$ cat config.mk
export PLATFORM = sky130hd
export DESIGN_NAME = mem_port_arbiter_flat
export DESIGN_NICKNAME = d
export VERILOG_FILES = /design/src/rtl/mem_port_arbiter_if.sv /design/src/rtl/mem_port_arbiter.sv /design/src/flat_wrapper.sv
export SDC_FILE = /design/constraint.sdc
export NUM_CORES = 1
export LEC_CHECK = 0
export ABC_AREA = 0
export BUFFER_PORTS_ARGS = -buffer_cell sky130_fd_sc_hd__buf_2
export CAP_MARGIN = 0
export CORE_AREA = 2 2 242 244
export CTS_BUF_LIST = sky130_fd_sc_hd__clkbuf_8
export DETAILED_ROUTE_END_ITERATION = 8
export DIE_AREA = 0 0 244 246
export PLACE_DENSITY = 0.48
export REMOVE_ABC_BUFFERS = 1
export SLEW_MARGIN = 20
export SYNTH_ARGS = -nofsm -noshare
export SYNTH_HDL_FRONTEND = slang
export SYNTH_SLANG_ARGS = --single-unit
export TNS_END_PERCENT = 30
$ cat constraint.sdc
create_clock -name clk -period 12.2 [get_ports clk]
set_clock_uncertainty 0.05 [all_clocks]
set_input_delay 2.44 -clock clk [delete_from_list [all_inputs] [get_ports clk]]
set_output_delay 2.44 -clock clk [all_outputs]
set_load 0.05 [all_outputs]
$ cat src/rtl/mem_port_arbiter_if.sv
// Requester and SRAM bus bundle for mem_port_arbiter.
// slave: arbiter side, master: requester/SRAM side.
interface mem_port_arbiter_if #(
  parameter int N_REQ  = 6,
  parameter int ADDR_W = 16,
  parameter int DATA_W = 32
);
  localparam int IDW = (N_REQ > 1) ? $clog2(N_REQ) : 1;

  logic [N_REQ-1:0]        req_r_en;
  logic [N_REQ-1:0]        req_w_en;
  logic [N_REQ*ADDR_W-1:0] req_ptr;
  logic [N_REQ*ADDR_W-1:0] req_region_begin;
  logic [N_REQ*ADDR_W-1:0] req_region_end;
  logic [N_REQ*DATA_W-1:0] req_data_store;
  logic [DATA_W-1:0]       req_data_load;
  logic [N_REQ-1:0]        req_done;
  logic [N_REQ-1:0]        req_err;
  logic [ADDR_W-1:0]       mem_addr;
  logic                    mem_re;
  logic                    mem_we;
  logic [DATA_W-1:0]       mem_wdata;
  logic [DATA_W-1:0]       mem_rdata;
  logic                    busy;
  logic [IDW-1:0]          grant_id;

  modport slave (
    input  req_r_en, req_w_en, req_ptr,
    input  req_region_begin, req_region_end,
    input  req_data_store, mem_rdata,
    output req_data_load, req_done, req_err,
    output mem_addr, mem_re, mem_we, mem_wdata,
    output busy, grant_id
  );

  modport master (
    output req_r_en, req_w_en, req_ptr,
    output req_region_begin, req_region_end,
    output req_data_store, mem_rdata,
    input  req_data_load, req_done, req_err,
    input  mem_addr, mem_re, mem_we, mem_wdata,
    input  busy, grant_id
  );
endinterface

$ cat src/rtl/mem_port_arbiter.sv
// Round-robin arbiter sharing one single-port SRAM among N_REQ requesters.
// Ports: clk, rst (async high), bus (slave: req_*, mem_*, busy, grant_id).
module mem_port_arbiter #(
  parameter int N_REQ   = 6,
  parameter int ADDR_W  = 16,
  parameter int DATA_W  = 32,
  parameter int MEM_LAT = 2
) (
  input logic clk,
  input logic rst,
  mem_port_arbiter_if.slave bus
);
  localparam int IDW = (N_REQ > 1) ? $clog2(N_REQ) : 1;
  localparam int CW  = 8;

  typedef enum logic [1:0] {
    S_IDLE, S_ISSUE, S_WAIT, S_DONE
  } state_e;

  state_e            state_q;
  logic [IDW-1:0]    rp_q;
  logic [IDW-1:0]    grant_q;
  logic              rd_q;
  logic              err_q;
  logic [CW-1:0]     cnt_q;
  logic [ADDR_W-1:0] addr_q;
  logic              re_q;
  logic              we_q;
  logic [DATA_W-1:0] wdata_q;
  logic [DATA_W-1:0] load_q;
  logic [N_REQ-1:0]  done_q;
  logic [N_REQ-1:0]  errv_q;
  logic              busy_q;

  logic [N_REQ-1:0]  act;
  logic              sel_vld;
  logic [IDW-1:0]    sel_idx;
  logic [IDW-1:0]    rp_d;
  logic              sel_r;
  logic              sel_w;
  logic [ADDR_W-1:0] sel_ptr;
  logic [ADDR_W-1:0] sel_beg;
  logic [ADDR_W-1:0] sel_end;
  logic [ADDR_W-1:0] sel_span;
  logic [ADDR_W-1:0] sel_addr;
  logic [DATA_W-1:0] sel_st;
  logic              sel_err;
  int                j;

  // First active requester at or after rp, cyclic.
  always_comb begin
    act     = bus.req_r_en | bus.req_w_en;
    sel_vld = 1'b0;
    sel_idx = '0;
    j       = 0;
    for (int k = 0; k < N_REQ; k++) begin
      j = (int'(rp_q) + k) % N_REQ;
      if (!sel_vld && act[j]) begin
        sel_vld = 1'b1;
        sel_idx = IDW'(j);
      end
    end
  end

  // Address and bounds are resolved from the held operands in IDLE so
  // that the ISSUE-cycle strobes come straight out of registers.
  always_comb begin
    rp_d     = (int'(sel_idx) == N_REQ-1) ? '0 : sel_idx + 1'b1;
    sel_r    = bus.req_r_en[sel_idx];
    sel_w    = bus.req_w_en[sel_idx];
    sel_ptr  = bus.req_ptr[sel_idx*ADDR_W +: ADDR_W];
    sel_beg  = bus.req_region_begin[sel_idx*ADDR_W +: ADDR_W];
    sel_end  = bus.req_region_end[sel_idx*ADDR_W +: ADDR_W];
    sel_st   = bus.req_data_store[sel_idx*DATA_W +: DATA_W];
    sel_span = sel_end - sel_beg;
    sel_addr = sel_beg + sel_ptr;
    sel_err  = (sel_ptr >= sel_span)
             | (sel_end < sel_beg)
             | (sel_r & sel_w);
  end

  always_ff @(posedge clk or posedge rst) begin
    if (rst) begin
      state_q <= S_IDLE;
      rp_q    <= '0;
      grant_q <= '0;
      rd_q    <= 1'b0;
      err_q   <= 1'b0;
      cnt_q   <= '0;
      addr_q  <= '0;
      re_q    <= 1'b0;
      we_q    <= 1'b0;
      wdata_q <= '0;
      load_q  <= '0;
      done_q  <= '0;
      errv_q  <= '0;
      busy_q  <= 1'b0;
    end else begin
      re_q   <= 1'b0;
      we_q   <= 1'b0;
      done_q <= '0;
      errv_q <= '0;
      unique case (state_q)
        S_IDLE: begin
          if (sel_vld) begin
            state_q <= S_ISSUE;
            busy_q  <= 1'b1;
            grant_q <= sel_idx;
            rp_q    <= rp_d;
            rd_q    <= sel_r;
            err_q   <= sel_err;
            if (!sel_err) begin
              addr_q <= sel_addr;
              re_q   <= sel_r;
              we_q   <= sel_w;
              if (sel_w) wdata_q <= sel_st;
            end
          end
        end
        S_ISSUE: begin
          if (err_q || !rd_q) begin
            state_q         <= S_DONE;
            done_q[grant_q] <= 1'b1;
            errv_q[grant_q] <= err_q;
          end else if (MEM_LAT == 1) begin
            state_q         <= S_DONE;
            done_q[grant_q] <= 1'b1;
            load_q          <= bus.mem_rdata;
          end else begin
            state_q <= S_WAIT;
            cnt_q   <= '0;
          end
        end
        S_WAIT: begin
          if (cnt_q == CW'(MEM_LAT-2)) begin
            state_q         <= S_DONE;
            done_q[grant_q] <= 1'b1;
            load_q          <= bus.mem_rdata;
          end else begin
            cnt_q <= cnt_q + 1'b1;
          end
        end
        S_DONE: begin
          state_q <= S_IDLE;
          busy_q  <= 1'b0;
        end
      endcase
    end
  end

  assign bus.mem_addr      = addr_q;
  assign bus.mem_re        = re_q;
  assign bus.mem_we        = we_q;
  assign bus.mem_wdata     = wdata_q;
  assign bus.req_data_load = load_q;
  assign bus.req_done      = done_q;
  assign bus.req_err       = errv_q;
  assign bus.busy          = busy_q;
  assign bus.grant_id      = grant_q;
endmodule

$ cat src/flat_wrapper.sv
// flat-port wrapper written by rule: the top's interface ports become plain ports
module mem_port_arbiter_flat 
#(
  parameter int N_REQ   = 6,
  parameter int ADDR_W  = 16,
  parameter int DATA_W  = 32,
  parameter int MEM_LAT = 2
)
  (clk, rst, bus_req_r_en, bus_req_w_en, bus_req_ptr, bus_req_region_begin, bus_req_region_end, bus_req_data_store, bus_mem_rdata, bus_req_data_load, bus_req_done, bus_req_err, bus_mem_addr, bus_mem_re, bus_mem_we, bus_mem_wdata, bus_busy, bus_grant_id);
  mem_port_arbiter_if #(.N_REQ(N_REQ), .ADDR_W(ADDR_W), .DATA_W(DATA_W)) bus_i ();
  input logic clk;
  input logic rst;
  input wire logic [$bits(bus_i.req_r_en)-1:0] bus_req_r_en;
  input wire logic [$bits(bus_i.req_w_en)-1:0] bus_req_w_en;
  input wire logic [$bits(bus_i.req_ptr)-1:0] bus_req_ptr;
  input wire logic [$bits(bus_i.req_region_begin)-1:0] bus_req_region_begin;
  input wire logic [$bits(bus_i.req_region_end)-1:0] bus_req_region_end;
  input wire logic [$bits(bus_i.req_data_store)-1:0] bus_req_data_store;
  input wire logic [$bits(bus_i.mem_rdata)-1:0] bus_mem_rdata;
  output wire logic [$bits(bus_i.req_data_load)-1:0] bus_req_data_load;
  output wire logic [$bits(bus_i.req_done)-1:0] bus_req_done;
  output wire logic [$bits(bus_i.req_err)-1:0] bus_req_err;
  output wire logic [$bits(bus_i.mem_addr)-1:0] bus_mem_addr;
  output wire logic [$bits(bus_i.mem_re)-1:0] bus_mem_re;
  output wire logic [$bits(bus_i.mem_we)-1:0] bus_mem_we;
  output wire logic [$bits(bus_i.mem_wdata)-1:0] bus_mem_wdata;
  output wire logic [$bits(bus_i.busy)-1:0] bus_busy;
  output wire logic [$bits(bus_i.grant_id)-1:0] bus_grant_id;
  assign bus_i.req_r_en = bus_req_r_en;
  assign bus_i.req_w_en = bus_req_w_en;
  assign bus_i.req_ptr = bus_req_ptr;
  assign bus_i.req_region_begin = bus_req_region_begin;
  assign bus_i.req_region_end = bus_req_region_end;
  assign bus_i.req_data_store = bus_req_data_store;
  assign bus_i.mem_rdata = bus_mem_rdata;
  assign bus_req_data_load = bus_i.req_data_load;
  assign bus_req_done = bus_i.req_done;
  assign bus_req_err = bus_i.req_err;
  assign bus_mem_addr = bus_i.mem_addr;
  assign bus_mem_re = bus_i.mem_re;
  assign bus_mem_we = bus_i.mem_we;
  assign bus_mem_wdata = bus_i.mem_wdata;
  assign bus_busy = bus_i.busy;
  assign bus_grant_id = bus_i.grant_id;
  mem_port_arbiter #(.N_REQ(N_REQ), .ADDR_W(ADDR_W), .DATA_W(DATA_W), .MEM_LAT(MEM_LAT)) u_core (.clk(clk), .rst(rst), .bus(bus_i));
endmodule
Word-level counts from Yosys, hierarchy flattened
Cells that the tools add are included.
W data, S select, Z words.
{"block": "word_totals", "elab_cells": 139, "memories": 0, "mem_bits_rw": 0, "in_bits": 526, "reg_bits": 113, "out_inout_bits": 98, "latchBits": 0, "mem_bits_ro": 0}
{"block": "classes", "div_mod_pow": 6, "reduce_logical": 24, "order_cmp": 11, "bitwise": 6, "mul": 0, "n_addsub": 9, "eq_ne": 8, "n_mux": 57, "shift": 4}
{"cell": "$shiftx A96 B8 Y16", "count": 3}
{"cell": "$lt A32 B5 Y1 const B", "count": 6}
{"cell": "$shiftx A192 B9 Y32", "count": 1}
{"cell": "$mod A32 B4 Y32 const B", "count": 5}
{"cell": "$mod A4 B4 Y32 const B", "count": 1}
{"cell": "$mux W1", "count": 29}
{"cell": "$bmux W1 S3", "count": 8}
{"cell": "$mux W6", "count": 4}
{"cell": "$mux W3", "count": 7}
{"cell": "$add A16 B16 Y16", "count": 1}
{"cell": "$ge A16 B16 Y1", "count": 1}
{"cell": "$lt A16 B16 Y1", "count": 1}
{"cell": "$mux W8", "count": 2}
{"cell": "$pmux W8 S2", "count": 1}
{"cell": "$sub A16 B16 Y16", "count": 1}
{"cell": "$pmux W6 S2", "count": 1}
{"cell": "$add A3 B2 Y4 const B", "count": 2}
{"cell": "$add A3 B3 Y4 const B", "count": 2}
{"cell": "$add A8 B1 Y8 const B", "count": 1}
{"cell": "$logic_not A8 Y1", "count": 1}
{"cell": "$lt A3 B4 Y1 const B", "count": 2}
{"cell": "$pmux W2 S4", "count": 1}
{"cell": "$reduce_and A2 Y1", "count": 4}
{"cell": "$and A6 B6 Y6", "count": 1}
{"cell": "22 further kinds", "count": 39}

Longest topological paths before layout
Gate-level depths: netlist of run 1.
{"block": "depth", "depth_word": 28, "mapped_depth": 41, "mapped_depth_nobuf": 36}

Worst setup path after synthesis of run 1
OpenSTA, ideal clock, no wires.
{"block": "synth_path", "kind": "in2reg", "start": "input port bus_req_w_en[0]", "end": "register u_core.addr_q[0] (netlist: u_core.bus.mem_addr[0])", "stages": 32, "t_required_ns": 12.025, "arrival_ns": 8.737, "setup_slack_ns": 3.288, "cell_sequence": "nor3b_1 > or2_2 > o311a_1 > o211ai_2 > or4_1 > a32o_1 > nor2_2 > buf_2 > buf_2 > clkbuf_1 > mux2i_1 > ha_1 > nor2b_1 > o21ai_0 > a21oi_1 > o21ai_0 > a21oi_1 > o21ai_0 > a21oi_1 > o21ai_0 > a211oi_1 > o21ai_0 > nor3b_1 > ha_1 > a21oi_1 > o21ai_0 > a311oi_1 > o21ai_1 > o21bai_2 > buf_6 > buf_8 > mux2_4"}
{"block": "synth_via", "elab_chain_cells": 27, "elab_cells_between_ends": 57}
{"item": "start: declaration", "line": "flat_wrapper.sv:14", "rtl": "input wire logic [$bits(bus_i.req_w_en)-1:0] bus_req_w_en;"}
{"item": "$or A6 B6 Y6", "line": "mem_port_arbiter.sv:52", "rtl": "act = bus.req_r_en | bus.req_w_en;"}
{"item": "$bmux W1 S3", "line": "mem_port_arbiter.sv:58", "rtl": "if (!sel_vld && act[j]) begin"}
{"item": "$mux W1 (not written as such) (2 in series)", "line": "mem_port_arbiter.sv:58"}
{"item": "$mux W1", "line": "mem_port_arbiter.sv:58"}
{"item": "$logic_not A1 Y1", "line": "mem_port_arbiter.sv:58"}
{"item": "$logic_and A1 B1 Y1", "line": "mem_port_arbiter.sv:58"}
{"item": "$mux W1", "line": "mem_port_arbiter.sv:58"}
{"item": "$logic_not A1 Y1", "line": "mem_port_arbiter.sv:58"}
{"item": "[10 not listed]"}
{"item": "$mux W3", "line": "mem_port_arbiter.sv:58"}
{"item": "$shiftx A96 B8 Y16 (on tied branches)", "line": "mem_port_arbiter.sv:73, mem_port_arbiter.sv:72"}
{"item": "$sub A16 B16 Y16", "line": "mem_port_arbiter.sv:75", "rtl": "sel_span = sel_end - sel_beg;"}
{"item": "$ge A16 B16 Y1", "line": "mem_port_arbiter.sv:77", "rtl": "sel_err = (sel_ptr >= sel_span)"}
{"item": "$or A1 B1 Y1", "line": "mem_port_arbiter.sv:78", "rtl": "| (sel_end < sel_beg)"}
{"item": "$or A1 B1 Y1", "line": "mem_port_arbiter.sv:79", "rtl": "| (sel_r & sel_w);"}
{"item": "$not A1 Y1 (no line)"}
{"item": "$reduce_and A3 Y1 (no line)"}
{"item": "end signal: assignment", "line": "mem_port_arbiter.sv:113", "rtl": "addr_q <= sel_addr;"}
{"item": "end: declaration", "line": "mem_port_arbiter.sv:26", "rtl": "logic [ADDR_W-1:0] addr_q;"}
Several ways; a longest one is shown, not always the timed one. The select of a mux whose other input is x is not followed.
A chain may end at the register's enable or synchronous reset.

Worst setup path in the final report of run 1
{"block": "layout_path", "start": "input port bus_req_w_en[3]", "end": "register u_core.wdata_q[24] (netlist: u_core.bus.mem_wdata[24])"}
{"block": "layout_via", "elab_chain_cells": 27, "elab_cells_between_ends": 57}
{"item": "$or A6 B6 Y6", "line": "mem_port_arbiter.sv:52"}
{"item": "$bmux W1 S3", "line": "mem_port_arbiter.sv:58"}
{"item": "$mux W1 (not written as such) (2 in series)", "line": "mem_port_arbiter.sv:58"}
{"item": "$mux W1", "line": "mem_port_arbiter.sv:58"}
{"item": "$logic_not A1 Y1", "line": "mem_port_arbiter.sv:58"}
{"item": "$logic_and A1 B1 Y1", "line": "mem_port_arbiter.sv:58"}
{"item": "$mux W1", "line": "mem_port_arbiter.sv:58"}
{"item": "$logic_not A1 Y1", "line": "mem_port_arbiter.sv:58"}
{"item": "[10 not listed]"}
{"item": "$mux W3", "line": "mem_port_arbiter.sv:58"}
{"item": "$shiftx A96 B8 Y16 (on tied branches)", "line": "mem_port_arbiter.sv:73, mem_port_arbiter.sv:72"}
{"item": "$sub A16 B16 Y16", "line": "mem_port_arbiter.sv:75"}
{"item": "$ge A16 B16 Y1", "line": "mem_port_arbiter.sv:77"}
{"item": "$or A1 B1 Y1", "line": "mem_port_arbiter.sv:78"}
{"item": "$or A1 B1 Y1", "line": "mem_port_arbiter.sv:79"}
{"item": "$not A1 Y1 (no line)"}
{"item": "$reduce_and A4 Y1 (no line)"}
{"item": "end signal: assignment", "line": "mem_port_arbiter.sv:116", "rtl": "if (sel_w) wdata_q <= sel_st;"}
{"item": "end: declaration", "line": "mem_port_arbiter.sv:29", "rtl": "logic [DATA_W-1:0] wdata_q;"}
Several ways; a longest one is shown, not always the timed one. The select of a mux whose other input is x is not followed.

==> metrics.cfg, run 1 <==
[synthesis]
ys.flop_type = dfrtp_1
synth_edf_count = 0
ys_types = 88
yosys_warnings = 0
netlist_instances = 1542
syn_avg_cell_area_sq_um = 7.74
netlist_area_sq_um = 11900
synth-seq-area-share_pct = 23.7
async_flop_share_pct = 100
ys_seq_elements = 113

[sta]
finalHoldViolCount = 0
min_period_ns = 10.63
finalMaxSlewViolations = 0
rsz0062_at_grt = false
relSlewSlack_pct = 25.6
fin_crit_sh_pct = 87.1
fmax_ghz = 0.0941
tightest_slew_ns = 1.11
finalSetupViolCount = 0

[layout]
final_common_cell = buf_2
layout_common_cells = 623 x buf_2, 360 x nand2_1, 173 x mux2i_1
fin_nets = 2708
area_delta_synth_final_pct = 36.6
seq_area_sq_um = 2830
drive_gt1_share_pct = 36.5
multiInputGateArea_sq_um = 8420
fillers = 6327
finalInstanceArea_sq_um = 16300

[grt]
track_usage_pct = 17.0
grt_max_degree = 95
grt.overflow.total = 0
antenna_found_initial = 5
grt_pass1_vias = 13084
grt_pass1_wl_microns = 77600

[place]
port_buffers = 623
dp_hpwl_microns = 43600
post_dp_cell_area_sq_um = 15800
gp_congestion = 0.866

[clocking]
post_cts_resized = 0
path_clk_slew_ns = 0.09
numCtsBuffers = 17
post_cts_buffers = 0
hold_buffers = 0
clk_path_buf_depth = 2
insertion_delay_ns = 0.47
cts_sinks = 113
root_buffer = clkbuf_8
cts_tree = built
cts_htree_levels = 4

[min_path]
hold_path.class = reg2reg
worst_hold_startpoint = u_core.rd_q
hold-path-endpoint = u_core.rd_q
holdPathStages = 2

[worst_setup_path]
cpPeakStageDelay_ns = 0.88
worstReg2RegStart = u_core.rp_q[0]
reg2reg_to = u_core.bus.mem_wdata[24]
startpoint_type = input pin
cp_max_fo = 21
r2r_cells = 35
cp_num_buf_inv = 2
critPathKind = in2reg
endpoint_kind = flop
critPathSlowestCell = a311oi_4
r2r_setup_slack_ns = 1.86
critPathArrivalTime_ns = 10.97
required_ns = 12.55
cp.depth = 30
cp_top_family = compound AO/OA/AOI/OAI gates
cpMostUsedCell = o21ai_0

[routing]
ant_nets = 0
viasPerCell = 4.62
drt-initial-drc-count = 603
drc_errors = 0
dr.pass1.iters = 5
routed_wl_microns = 53400
vias = 13385
wl_per_cell_microns = 18.4

[die]
dieHeight_microns = 246
pin_count = 624
start_util_pct = 20.8
core-area_sq_um = 57400
rows = 88
die_w_microns = 244
die_area_sq_um = 60000

[flow_run]
drv_cap = 0

[run_status]
status = complete, no violations

Yosys cell counts, types with 11 or more instances:
cell,count,area share [%]
a211oi_1,16,1.0
a21o_1,11,0.69
a21oi_1,67,2.8
a31oi_1,32,1.7
buf_2,36,1.5
clkbuf_1,46,1.4
dfrtp_1,113,24
ha_1,66,6.9
inv_1,70,2.2
mux2_2,59,5.6
mux2i_1,173,15
nand2_1,361,11
nand2b_1,17,0.89
nand3_1,130,5.5
nor2_1,36,1.1
nor3_1,25,1.0
o21ai_0,89,3.7
xnor2_1,14,1.0
xor2_1,14,1.0
layout make-up:
| cell class | instances | area share [%] |
|---|---|---|
| inverters | 72 | 1.69 |
| well taps | 765 | 5.87 |
| clock inverters | 15 | 1.41 |
| flip-flops and latches | 113 | 17.3 |
| diodes | 3 | 0.0461 |
| repair buffers | 645 | 20.5 |
| clock buffers | 17 | 1.44 |
| multi-input cells | 1265 | 51.6 |
flip-flops by register name, summed over array words and instances (netlist names):
signal,count
u_core.cnt_q,8
u_core.err_q,1
u_core.bus.mem_wdata,32
u_core.rd_q,1
u_core.bus.mem_we,1
u_core.bus.req_err,6
u_core.bus.busy,1
u_core.state_q,2
u_core.rp_q,3
u_core.bus.req_done,6
u_core.bus.grant_id,3
u_core.bus.mem_re,1
u_core.bus.mem_addr,16
u_core.bus.req_data_load,32
worst max path at each step:
stage               startpoint                       end  slack [ns]
3_5_place_dp   bus_req_w_en[3]  u_core.bus.mem_wdata[24]        1.13
2_1_floorplan  bus_req_w_en[1]  u_core.bus.mem_wdata[27]       -3.58
5_1_grt        bus_req_w_en[1]  u_core.bus.mem_wdata[24]        0.98
4_1_cts        bus_req_w_en[3]  u_core.bus.mem_wdata[24]        1.63
3_3_place_gp   bus_req_w_en[3]   u_core.bus.mem_wdata[0]        1.40
6_report       bus_req_w_en[3]  u_core.bus.mem_wdata[24]        1.57
through the flow:
| step | util (%) | instances | setup slack, ns | hold WS [ns] | TNS, ns |
|---|---|---|---|---|---|
| floorplan | - | 1450 | -3.58 | 0.400 | -176.33 |
| global placement | 27.6 | 2860 | 1.40 | 0.419 | 0 |
| detailed placement | 27.6 | 2860 | 1.13 | 0.432 | 0 |
| CTS | 28.4 | 2892 | 1.63 | 0.450 | 0 |
| global route | 28.4 | 2894 | 0.980 | 0.469 | 0 |
| finish | 28.4 | 2895 | 1.57 | 0.439 | 0 |
tightest hold or removal path: cells and delay by family, from the launching register on:
family | cells | cell delay (ns)
DFF | 1 | 0.35
AOI/OAI and AO/OA | 1 | 0.06
and+or+nand+nor | 1 | 0.05
metal layers:
layer	vias to the layer above	routed length (microns)	global-route usage (%)	share of wire, %
li1	6603	-	-	-
met1	6259	23000	21.5	43
met2	467	26100	29.3	49
met3	54	3050	3.42	5.7
met4	2	1210	4.81	2.3
met5	-	13	0	0.024
kinds of logic after synthesis:
group                    count (synthesis)  share of synthesized area [%]
multiplexers                           238                           20.8
adder cells (fa/ha/maj)                 68                           7.26
XOR/XNOR                                29                           2.19
AND/OR/NAND/NOR                        632                           23.6
AO/OA/AOI/OAI                          298                           16.3
flip-flops                             113                           23.7
buffers and inverters                  164                           6.07
Power of run 1 is not shown: default switching activity piles up to over one toggle a cycle in this logic, so the estimate is an artifact.
==> run 2: changes to the inputs <==
--- a/config.mk
+++ b/config.mk
@@ -8,11 +8,11 @@
 export ABC_AREA = 0
 export BUFFER_PORTS_ARGS = -buffer_cell sky130_fd_sc_hd__buf_2
 export CAP_MARGIN = 0
-export CORE_AREA = 2 2 242 244
+export CORE_AREA = 8 8 234 236
 export CTS_BUF_LIST = sky130_fd_sc_hd__clkbuf_8
 export DETAILED_ROUTE_END_ITERATION = 8
-export DIE_AREA = 0 0 244 246
-export PLACE_DENSITY = 0.48
+export DIE_AREA = 0 0 242 244
+export PLACE_DENSITY = 0.52
 export REMOVE_ABC_BUFFERS = 1
 export SLEW_MARGIN = 20
 export SYNTH_ARGS = -nofsm -noshare
==> metrics.cfg, run 2 (same netlist as run 1, synthesis figures left out) <==
[flow_run]
drv_cap = 0  ; unchanged

[run_status]
status = complete, no violations

[sta]
setup-tns-final_ns = 0  ; unchanged
finalMaxSlewViolations = 0  ; unchanged
fin_ws_ns = 2.09  ; +0.512 ns
min_period_ns = 10.11  ; -0.512 ns
finalSetupViolCount = 0  ; unchanged
rsz0062_at_grt = false
tightest_slew_ns = 0.857  ; -0.255 ns
fin_crit_sh_pct = 82.9  ; -4.2 points
relSlewSlack_pct = 42.4  ; +17 points
finalHoldViolCount = 0  ; unchanged
fmax_ghz = 0.0989  ; +5.1%

[clocking]
hold_buffers = 0  ; unchanged
cts_htree_levels = 4  ; unchanged
post_cts_buffers = 0  ; unchanged
path_clk_slew_ns = 0.09  ; about the same
root_buffer = clkbuf_8
insertion_delay_ns = 0.48  ; about the same
clk_path_buf_depth = 2  ; unchanged
numCtsBuffers = 17  ; unchanged
cts_tree = built
cts_sinks = 113  ; unchanged
post_cts_resized = 0  ; unchanged

[place]
gp_congestion = 0.922  ; +6.5%
pre_cts_slack_ns = 1.53  ; +0.401 ns
port_buffers = 623  ; unchanged
dp_hpwl_microns = 44600  ; +2.3%

[worst_setup_path]
cp_top_family = compound AO/OA/AOI/OAI gates
critPathArrivalTime_ns = 10.46  ; -0.51 ns
cp.depth = 34  ; +13%
r2r_setup_slack_ns = 2.37  ; +0.51 ns
worstReg2RegStart = u_core.rp_q[0]
cp_max_fo = 36  ; +71%
cpPeakStageDelay_ns = 0.72  ; -0.16 ns
endpoint_kind = flop
crit_end = u_core.bus.mem_wdata[1]
reg2reg_to = u_core.bus.mem_wdata[1]
critPathKind = in2reg
startpoint = bus_req_w_en[0]
cpMostUsedCell = a21oi_1
required_ns = 12.54  ; about the same
startpoint_type = input pin
cp_num_buf_inv = 3  ; +1
critPathSlowestCell = nor3_1
r2r_cells = 37  ; +5.7%

[die]
pin_count = 624  ; unchanged
die_area_sq_um = 59000  ; -1.6%
die_w_microns = 242  ; -0.82%
rows = 83  ; -5.7%
start_util_pct = 23.4  ; +2.6 points
dieHeight_microns = 244  ; -0.81%
core-area_sq_um = 50900  ; -11%

[layout]
fin_nets = 2708  ; unchanged
drive_gt1_share_pct = 36.5  ; +0.047 points
fillers = 5549  ; -12%
area_delta_synth_final_pct = 34.8
layout_common_cells = 623 x buf_2, 360 x nand2_1, 173 x mux2i_1
final_common_cell = buf_2

[min_path]
hold_path.class = reg2reg

[grt]
grt.overflow.total = 0  ; unchanged
grt_pass1_vias = 13988  ; +6.9%
grt_pass1_wl_microns = 82500  ; +6.2%
antenna_found_initial = 7  ; +2
grt_max_degree = 132  ; +39%
track_usage_pct = 17.6  ; +0.59 points

[routing]
routed_wl_microns = 54600  ; +2.2%
drt-initial-drc-count = 826  ; +37%
drc_errors = 0  ; unchanged
viasPerCell = 4.77  ; +3.3%
wl_per_cell_microns = 19.4  ; +5.2%
vias = 13425  ; +0.30%
ant_nets = 0  ; unchanged
dr.pass1.iters = 7  ; +2

## run 2: worst min-delay path by stage
stage                          startpoint         endpoint  slack, ns  cells past startpoint
after floorplan               u_core.rd_q      u_core.rd_q       0.40                      2
after global placement        u_core.rd_q      u_core.rd_q       0.43                      2
after detailed placement  u_core.cnt_q[7]  u_core.cnt_q[7]       0.43                      1
after CTS                 u_core.cnt_q[7]  u_core.cnt_q[7]       0.45                      1
after global routing      u_core.cnt_q[7]  u_core.cnt_q[7]       0.47                      1
final                     u_core.cnt_q[7]  u_core.cnt_q[7]       0.45                      1
## run 2: per-stage QoR
stage | area (sq um) | hold WS (ns) | utilization, % | cells
after CTS | 16100 | 0.448 | 31.6 | 2807
after detailed placement | 15700 | 0.432 | 30.8 | 2775
after global placement | 15700 | 0.430 | 30.8 | 2775
final | 16100 | 0.448 | 31.6 | 2812
after floorplan | 11500 | 0.400 | - | 1450
after global routing | 16100 | 0.468 | 31.6 | 2808
## run 2: layer usage
metal | global-route usage, % | part of all wire (%) | routed length (microns)
met4 | 3.99 | 1.7 | 901
met5 | 0 | 0.018 | 10
met1 | 21.4 | 42 | 23200
met3 | 3.98 | 5.6 | 3050
met2 | 31.4 | 50 | 27400
## run 2: final cells by class
cell class | count | area, sq um | area share (%)
multi-input cells | 1265 | 8420 | 52.4
clock inverters | 15 | 140 | 0.872
inverters | 72 | 273 | 1.70
well taps | 680 | 851 | 5.29
flip-flops and latches | 113 | 2830 | 17.6
repair buffers | 645 | 3320 | 20.7
diodes | 5 | 12.5 | 0.0778
clock buffers | 17 | 234 | 1.46
Power of run 2 is left out for the same reason.
==> run 3: changes to the inputs <==
--- a/config.mk
+++ b/config.mk
@@ -5,7 +5,7 @@
 export SDC_FILE = /design/constraint.sdc
 export NUM_CORES = 1
 export LEC_CHECK = 0
-export ABC_AREA = 0
+export ABC_AREA = 1
 export BUFFER_PORTS_ARGS = -buffer_cell sky130_fd_sc_hd__buf_2
 export CAP_MARGIN = 0
 export CORE_AREA = 8 8 234 236
==> constraint.sdc (replaced) <==
create_clock -name clk -period 8.2 [get_ports clk]
set_clock_uncertainty 0.05 [all_clocks]
set_input_delay 1.64 -clock clk [delete_from_list [all_inputs] [get_ports clk]]
set_output_delay 1.64 -clock clk [all_outputs]
set_load 0.05 [all_outputs]
==> metrics.cfg, run 3 <==
[sta]
tightest_slew_ns = 0.986  ; +0.129 ns
fin_crit_sh_pct = 91.8
min_period_ns = 7.53
finalMaxSlewViolations = 0  ; unchanged
finalSetupViolCount = 0  ; unchanged
relSlewSlack_pct = 34.1  ; -8.4 points
fin_ws_ns = 0.675  ; -1.41 ns
finalHoldViolCount = 0  ; unchanged
rsz0062_at_grt = false
fmax_ghz = 0.133

[synthesis]
yosysMostFrequentCell = nand2_1
synth_edf_count = 0  ; unchanged
ys.flop_type = dfrtp_1
synth-seq-area-share_pct = 25.1  ; +1.4 points
syn_avg_cell_area_sq_um = 6.62  ; -14%
ys_seq_elements = 113  ; unchanged
synth_area_leaders = dfrtp_1 25%, nand2_1 15%, ha_1 7.3%
netlist_area_sq_um = 11300  ; -5.4%
yosysTopAreaCell = dfrtp_1
netlist_instances = 1704  ; +11%
yosys_warnings = 0  ; unchanged
synth_top_area_share_pct = 25.1  ; +1.4 points
async_flop_share_pct = 100  ; unchanged
synthTopCellsByCount = 451 x nand2_1, 162 x nor2_1, 159 x o21ai_0
ys_types = 55  ; -38%

[grt]
grt_pass1_wl_microns = 91300  ; +11%
track_usage_pct = 20.4  ; +2.8 points
grt_pass1_vias = 14546  ; +4.0%
grt_max_degree = 110  ; -17%
grt.overflow.total = 0  ; unchanged
antenna_found_initial = 24  ; +17

[layout]
final_common_cell = buf_2
seq_area_sq_um = 2830  ; +0.13%
fillers = 5725  ; +3.2%
layout_common_cells = 623 x buf_2, 451 x nand2_1, 162 x nor2_1
fin_nets = 2907  ; +7.3%
postLayoutCoreUtil_pct = 30.9  ; -0.68 points
area_delta_synth_final_pct = 39.4
drive_gt1_share_pct = 35.9  ; -0.67 points
multiInputGateArea_sq_um = 7430  ; -12%

[clocking]
root_buffer = clkbuf_8
clk_path_buf_depth = 2  ; unchanged
insertion_delay_ns = 0.51  ; +0.03 ns
hold_buffers = 0  ; unchanged
cts_sinks = 113  ; unchanged
path_clk_slew_ns = 0.08  ; about the same
numCtsBuffers = 17  ; unchanged
cts_tree = built
cts_htree_levels = 4  ; unchanged

[routing]
vias = 14295  ; +6.5%
viasPerCell = 4.74  ; -0.62%
wl_per_cell_microns = 21.0  ; +8.1%
ant_nets = 0  ; unchanged
routed_wl_microns = 63200  ; +16%
dr.pass1.iters = 7  ; unchanged
drt-initial-drc-count = 838  ; +1.5%
drc_errors = 0  ; unchanged

[worst_setup_path]
required_ns = 8.54  ; -4.00 ns
endpoint_kind = flop
cpMostUsedCell = nand2_1
critPathSlowestCell = dfrtp_2
cp_max_fo = 65  ; +81%
critPathArrivalTime_ns = 7.87  ; -2.59 ns
critPathKind = reg2reg
startpoint_type = flop
cpPeakStageDelay_ns = 0.45  ; -0.27 ns

[min_path]
hold_path.class = reg2reg

[die]
die_w_microns = 242  ; unchanged
pin_count = 624  ; unchanged
die_area_sq_um = 59000  ; unchanged
start_util_pct = 22.2  ; -1.3 points
dieHeight_microns = 244  ; unchanged
core-area_sq_um = 50900  ; unchanged
rows = 83  ; unchanged

[place]
pre_cts_slack_ns = 0.110  ; -1.42 ns
port_buffers = 623  ; unchanged
gp_congestion = 0.917  ; -0.53%
dp_hpwl_microns = 52300  ; +17%

[flow_run]
drv_cap = 0  ; unchanged

[run_status]
status = complete, no violations

-- run 3: area by class of cell --
| cell class | count | share of cell area (%) |
|---|---|---|
| multi-input combinational | 1359 | 47.2 |
| timing repair buffer | 684 | 23.3 |
| sequential | 113 | 18.0 |
| tap | 680 | 5.41 |
| inverter | 138 | 3.38 |
| clock buffer | 17 | 1.49 |
| clock inverter | 15 | 1.09 |
| antenna | 7 | 0.111 |
-- run 3: what timing repair did --
| action | 4_1_cts | 5_1_grt |
|---|---|---|
| hold endpoints to repair | 0 | 0 |
| buffers inserted | 0 | 9 |
| gates resized for setup | 0 | 23 |
| setup endpoints to repair | 0 | 51 |
-- run 3: cells by family (layout without fill, tap and decap cells) --
logic type | after synthesis | in the layout | share of synthesized area, %
AO/OA/AOI/OAI | 444 | 444 | 22.7
adder cells (fa/ha/maj) | 68 | 68 | 7.67
multiplexers | 32 | 32 | 3.19
AND/OR/NAND/NOR | 783 | 783 | 29.2
XOR/XNOR | 32 | 32 | 2.55
other | 0 | 7 | 0
buffers and inverters | 232 | 854 | 9.64
flip-flops | 113 | 113 | 25.1
-- run 3: worst paths after layout --
check	start	end	slack, ns	cells after the start
setup reg to reg	u_core.rp_q[1]	u_core.bus.mem_wdata[10]	0.67	47
min in group asynchronous	rst	u_core.bus.req_data_load[29]	1.15	2
hold / removal	u_core.bus.mem_wdata[7]	u_core.bus.mem_wdata[7]	0.43	2
hold reg to reg	u_core.bus.mem_wdata[7]	u_core.bus.mem_wdata[7]	0.43	2
max in group asynchronous	rst	u_core.rp_q[0]	5.77	3
setup / recovery	u_core.rp_q[1]	u_core.bus.mem_wdata[10]	0.67	47
-- run 3: stage by stage --
step	std cells	hold slack (ns)	cell area, sq um	setup TNS [ns]
after global placement	2965	0.411	15200	0
after floorplan	1610	0.403	10700	-84.30
after global routing	3012	0.460	15700	0
final	3013	0.429	15700	0
after detailed placement	2965	0.413	15200	0
after CTS	2997	0.435	15600	0
-- run 3: per-layer routing --
metal / global-route usage, % / up-vias / share of wire [%]
li1: - / 6940 / -
met4: 8.11 / 8 / 3.4
met3: 5.01 / 102 / 6.8
met2: 37.5 / 607 / 52
met5: 0 / - / 0.078
met1: 22.3 / 6638 / 38
-- run 3: critical path: cells and delay by family, from the launching register on --
family / cells / cell delay (ns)
DFF: 1 / 0.45
xor gates and xnor gates: 1 / 0.18
and+or+nand+nor: 24 / 2.86
buffers and inverters: 6 / 0.94
adders and majority gates: 4 / 1.15
AOI/OAI and AO/OA: 12 / 1.66
Power of run 3 is left out for the same reason.
